===== src/rtl/pc_control.sv =====
// pc_control: program-counter and branch-resolution stage for the
// single-cycle WISC core. Holds the architectural Z/V/N flags and picks the
// next PC from PC+2, a PC-relative branch target or a register target.
// It also owns the RUN/HALTED state and the stall freeze.
module pc_control #(
  parameter logic [15:0] RESET_PC = 16'h0000
) (
  input  logic        clk,
  input  logic        rst_n,
  input  logic        stall,
  input  logic        halt,
  input  logic        br_en,
  input  logic        br_reg,
  input  logic [2:0]  ccc,
  input  logic [8:0]  imm9,
  input  logic [15:0] reg_target,
  input  logic [2:0]  flag_wr,
  input  logic        alu_z,
  input  logic        alu_v,
  input  logic        alu_n,
  output logic [15:0] pc,
  output logic [15:0] pc_plus2,
  output logic        taken,
  output logic [2:0]  flags,
  output logic        halted
);

  // Branch condition codes
  localparam logic [2:0] CC_NE   = 3'b000;
  localparam logic [2:0] CC_EQ   = 3'b001;
  localparam logic [2:0] CC_GT   = 3'b010;
  localparam logic [2:0] CC_LT   = 3'b011;
  localparam logic [2:0] CC_GTE  = 3'b100;
  localparam logic [2:0] CC_LTE  = 3'b101;
  localparam logic [2:0] CC_OVFL = 3'b110;

  typedef enum logic {
    ST_RUN    = 1'b0,
    ST_HALTED = 1'b1
  } state_t;

  state_t      state;
  logic        flag_z;
  logic        flag_v;
  logic        flag_n;
  logic        cond_met;
  logic [15:0] b_offset;
  logic [15:0] b_target;
  logic [15:0] branch_pc;
  logic [2:0]  alu_flags;
  logic        flag_load;

  // Flag register layout is {Z,V,N}
  assign flag_z    = flags[2];
  assign flag_v    = flags[1];
  assign flag_n    = flags[0];
  assign alu_flags = {alu_z, alu_v, alu_n};

  // Sequential and PC-relative targets; carries out of bit 15 are dropped
  // so both wrap modulo 2^16.
  assign pc_plus2 = pc + 16'd2;
  assign b_offset = {{6{imm9[8]}}, imm9, 1'b0};
  assign b_target = pc_plus2 + b_offset;

  // Evaluate the branch condition against the registered flags only; a flag
  // write in the same cycle is not visible until the next one.
  always_comb begin
    cond_met = 1'b1;
    case (ccc)
      CC_NE:   cond_met = ~flag_z;
      CC_EQ:   cond_met = flag_z;
      CC_GT:   cond_met = ~flag_z & ~flag_n;
      CC_LT:   cond_met = flag_n;
      CC_GTE:  cond_met = flag_z | (~flag_z & ~flag_n);
      CC_LTE:  cond_met = flag_n | flag_z;
      CC_OVFL: cond_met = flag_v;
      default: cond_met = 1'b1;
    endcase
  end

  // taken is forced low while in reset and while halted
  assign taken = (br_en | br_reg) & cond_met & ~halted & rst_n;

  // Target select when the branch is taken: a register branch wins over a
  // PC-relative one if both are flagged.
  always_comb begin
    branch_pc = pc_plus2;
    if (taken && br_reg) begin
      branch_pc = reg_target;
    end else if (taken && br_en) begin
      branch_pc = b_target;
    end
  end

  // Flags only update while running and not stalled
  assign flag_load = (state == ST_RUN) & ~stall;

  // RUN/HALTED state machine with registered pc and halted outputs
  always_ff @(posedge clk or negedge rst_n) begin
    if (!rst_n) begin
      state  <= ST_RUN;
      pc     <= RESET_PC;
      halted <= 1'b0;
    end else begin
      case (state)
        ST_RUN: begin
          if (!stall) begin
            if (halt) begin
              // pc stays on the HLT instruction
              state  <= ST_HALTED;
              halted <= 1'b1;
            end else begin
              pc <= branch_pc;
            end
          end
        end
        ST_HALTED: begin
          // absorbing until reset
          state  <= ST_HALTED;
          halted <= 1'b1;
        end
        default: begin
          state  <= ST_RUN;
          halted <= 1'b0;
        end
      endcase
    end
  end

  // Per-bit flag register with independent write enables
  always_ff @(posedge clk or negedge rst_n) begin
    if (!rst_n) begin
      flags <= 3'b000;
    end else begin
      for (int i = 0; i < 3; i++) begin
        if (flag_load && flag_wr[i]) begin
          flags[i] <= alu_flags[i];
        end
      end
    end
  end

endmodule

===== config.mk =====
export PLATFORM = sky130hd
export DESIGN_NAME = pc_control
export DESIGN_NICKNAME = d
export VERILOG_FILES = /design/src/rtl/pc_control.sv
export SDC_FILE = /design/constraint.sdc
export NUM_CORES = 1
export LEC_CHECK = 0
export CORE_MARGIN = 3
export CORE_UTILIZATION = 40
export DETAILED_ROUTE_END_ITERATION = 16
export PLACE_DENSITY_LB_ADDON = 0.15
export SKIP_CTS_REPAIR_TIMING = 1
export SYNTH_ARGS = -nofsm -noshare
export SYNTH_HDL_FRONTEND = slang
export SYNTH_SLANG_ARGS = --single-unit

===== constraint.sdc =====
create_clock -name clk -period 7.1 [get_ports clk]
set_input_delay 2.13 -clock clk [delete_from_list [all_inputs] [get_ports clk]]
set_output_delay 2.13 -clock clk [all_outputs]
set_load 0.03 [all_outputs]

Word-level counts from Yosys, hierarchy flattened

Index checks and enable logic that the tools add are counted.

$add $sub $neg: 2
Equality and inequality tests: 8
Mux-type cells: 9
Bitwise gates (word level): 14
Reductions and logical operators: 8

Operator list:

| cell                    | count |
|---|---|
| $mux W16                | 2 |
| $add A16 B16 Y16        | 1 |
| $add A16 B2 Y16 const B | 1 |
| $eq A3 B3 Y1 const B    | 3 |
| $pmux W1 S7             | 1 |
| $eq A3 B2 Y1 const B    | 2 |
| $not A1 Y1              | 6 |
| $and A1 B1 Y1           | 5 |
| $logic_and A1 B1 Y1     | 5 |
| $mux W1                 | 4 |
| $ne A2 B2 Y1 const B    | 2 |
| $pmux W1 S2             | 2 |
| $eq A3 B1 Y1 const B    | 1 |
| $logic_not A3 Y1        | 1 |
| $or A1 B1 Y1            | 3 |
| $reduce_and A3 Y1       | 1 |
| $reduce_and A2 Y1       | 1 |

Register bits: 21
Output and inout bits: 37

Logic depth before layout (Yosys ltp)

Word-level depth: 10
Mapped depth: 14
Depth with buffers taken out: 14

Worst setup path before layout

No wires, ideal clock.

Path kind: input port to output port
From: input ccc[0]
To: output taken
Arrival: 3239 ps
Slack: 1731 ps
Stages on the path: 3
Path buffers: 0
Path through: nor4b_1 -> or4b_4 -> nor3_4

Word-level cells in the longest chain between the ends: 5

RTL lines:

| item                                       | line | source |
|---|---|---|
| start: declaration                         | 14   | `input logic [2:0] ccc,` |
| $eq A3 B3 Y1, or another cell as far along | 69   | `case (ccc)` |
| $pmux W1 S7 (*)                            | 69   |  |
| $and A1 B1 Y1 (*) (3 in a row)             | 82   | `assign taken = (br_en \| br_reg) & cond_met & ~halted & rst_n;` |
| end: declaration                           | 23   | `output logic taken,` |

Every way passes the cells marked *; elsewhere a longest branch is shown, timed or not.

Worst setup path after layout

From: input br_en
To: output taken

Word-level cells in the longest chain between the ends: 4

RTL lines:

| item                       | line | source |
|---|---|---|
| start: declaration         | 12   | `input logic br_en,` |
| $or A1 B1 Y1               | 82   |  |
| $and A1 B1 Y1 (3 in a row) | 82   |  |

No other way between the ends.

==> flow_metrics.env <==
export IMPL_drt_total_wl_um=5710
export IMPL_via_per_inst=5.38
export IMPL_die_width_um=77.9
export IMPL_critPathKind="input pin to output pin"
export IMPL_fin_area_um2=2920
export IMPL_initial_core_util_pct=42.7
export IMPL_met3_usage_pct=1.86
export IMPL_internal_power_mw=0.334
export IMPL_outcome="finished, final reports clean"
export IMPL_grt_util_met2_pct=31.3
export IMPL_grt_overflow=0
export IMPL_use_met1_pct=27.4
export IMPL_drive_gt1_share_pct=6.15
export IMPL_nets=385
export IMPL_grt_busiest_layer="met2"
export IMPL_grt_max_degree=26
export IMPL_yosysSeqAreaShare_pct=25.4
export IMPL_p_sw_mw=0.256
export IMPL_setup_tns_ns=0
export IMPL_grt_pass1_wl_um=9640
export IMPL_max_freq_ghz=0.165
export IMPL_power_leakage_nw=1.20
export IMPL_clockBufferDepth=2
export IMPL_drv_slew=0
export IMPL_post_route_period_util_pct=85.3
export IMPL_async_reset_ff_share_pct=100
export IMPL_io_pin_count=77
export IMPL_diodes=0
export IMPL_synthTopCellsByArea="dfrtp_1 25%, ha_1 11%, nand2_1 6.0%, xnor2_1 5.5%, xor2_1 4.7%"
export IMPL_p_clk_share_pct=13.2
export IMPL_cts_tree="built"
export IMPL_crit_path_end_kind="output pin"
export IMPL_numPortBuffers=76
export IMPL_htreeDepth=1
export IMPL_worstPathRequired_ns=4.97
export IMPL_synth_top_area_share_pct=25.4
export IMPL_ys_flop_type="dfrtp_1"
export IMPL_sw_frac_of_total_pct=43.4
export IMPL_die_h_um=77.9
export IMPL_slew_headroom_pct=44.3
export IMPL_cp_start_kind="input pin"
export IMPL_ir_drop_mv=0.113
export IMPL_synth_nets=310
export IMPL_rows=25
export IMPL_core_area_um2=4850
export IMPL_hold_viol=0
export IMPL_cts_sinks=21
export IMPL_gp_congestion=0.853
export IMPL_tightest_slew_ns=0.834
export IMPL_drv_cap=0
export IMPL_yosysUniqueCellTypes=54
export IMPL_antenna_found_initial=0
export IMPL_skew_ns=0.00548
export IMPL_clock_latency_ns=0.26
export IMPL_power_frac_seq_pct=27.3
export IMPL_dpl_hpwl_um=4570
export IMPL_p_per_area_nw_per_um2=202
export IMPL_syn_to_final_growth_pct=41.1
export IMPL_yosys_area_top_type="dfrtp_1"
export IMPL_die_area_um2=6070
export IMPL_synth_most_common_cell="nand2_1"
export IMPL_rsz0062_at_grt="false"
export IMPL_vias=2109
export IMPL_synth_warnings=0
export IMPL_drc=0
export IMPL_drt_iter0_markers=80
export IMPL_synthCells=251
export IMPL_critPathArrivalTime_ns=3.93
export IMPL_ys_ff_latch=21
export IMPL_power_mw=0.590
export IMPL_dr_pass1_iters=5
export IMPL_hold_path_class="flip-flop to flip-flop"
export IMPL_synthesis_area_um2=2070
export IMPL_min_period_ns=6.06
export IMPL_clockRootBuffer="clkbuf_8"
export IMPL_detail_route_antenna_nets=0
export IMPL_crit_fanout=9
export IMPL_synth_edf_count=0
export IMPL_p_comb_share_pct=59.5
export IMPL_setup_violations=0
export IMPL_syn_avg_cell_area_um2=8.24
export IMPL_clk_pin_slew_ns=0.07
export IMPL_synth_top_cells_by_count="33 x nand2_1, 21 x dfrtp_1, 18 x ha_1"
export IMPL_grt_use_total_pct=19.2
export IMPL_cts_made_buffers=3
export IMPL_grt_pass1_vias=1987
export IMPL_wl_per_cell_um=14.6
export IMPL_dpl_cell_area_um2=2880
-- flip-flops by register name, indices dropped and copies added (netlist names) --
signal	count
flags	3
halted	1
pc	16
state	1
-- layout by cell type, fill, tap and decap left out, drive strengths merged, types with 5 or more instances in the layout --
master / count
o211ai: 9
xor2: 11
a21o: 5
a211oi: 5
ha: 18
nand2: 34
nor2: 10
a21oi: 12
nand3: 15
clkdlybuf4s50: 75
xnor2: 13
and3: 5
dfrtp: 21
inv: 9
o21ai: 26
nor3: 7
-- path summary, 6_finish.rpt --
path / slack [ns] / cells past startpoint / startpoint / endpoint
worst max register to register: 3.58 / 13 / pc[1] / pc[15]
worst min-delay path: 0.53 / 1 / state / state
worst max-delay path: 1.04 / 5 / br_en / taken
min in group asynchronous: 2.25 / 2 / rst_n / pc[10]
worst min register to register: 0.53 / 1 / state / state
max in group asynchronous: 4.64 / 2 / rst_n / pc[1]
-- area by class of cell --
cell class | instances | area, um2
timing repair buffer | 78 | 773
clock buffer | 4 | 45.0
sequential | 21 | 526
multi-input combinational | 213 | 1460
fill | 437 | 1930
inverter | 9 | 33.8
tap | 67 | 83.8
-- layer usage --
metal | part of all wire (%) | vias up | routed length, um
met5 | 0 | - | 0
met4 | 0.74 | 0 | 42
met3 | 4.2 | 4 | 238
met2 | 47 | 55 | 2680
met1 | 48 | 981 | 2750
li1 | - | 1069 | -
-- power by group through the flow --
| stage | logic [mW] | clock network [mW] | registers [mW] |
|---|---|---|---|
| finish | 0.351 | 0.0778 | 0.161 |
| floorplan | 0.190 | 0 | 0.190 |
| detailed placement | 0.350 | 0 | 0.163 |
| global route | 0.383 | 0.0825 | 0.165 |
| global placement | 0.347 | 0 | 0.162 |
| CTS | 0.353 | 0.0799 | 0.161 |
-- critical path, stage by stage --
cell and delay (ns):
clkdlybuf4s50_1 0.59, nor2_1 0.08, or4b_4 0.53, nor3_4 0.36, buf_4 0.23
-- stage by stage --
step | std cells | hold slack, ns | worst slack (ns) | util (%)
global placement | 388 | 0.513 | 1.09 | 59.3
floorplan | 251 | 0.478 | 1.73 | -
global route | 392 | 0.563 | 0.931 | 60.2
CTS | 392 | 0.531 | 1.04 | 60.2
detailed placement | 388 | 0.505 | 1.04 | 59.3
finish | 392 | 0.531 | 1.04 | 60.2
-- cells by family after synthesis --
logic type	synth area share, %
and+or+nand+nor	22.9
adders and majority gates	11.9
DFF	25.4
muxes	2.12
AOI/OAI and AO/OA	23.5
xor gates and xnor gates	10.2
buffers and inverters	4.11
No activity file was read; power rests on OpenSTA's default activity.
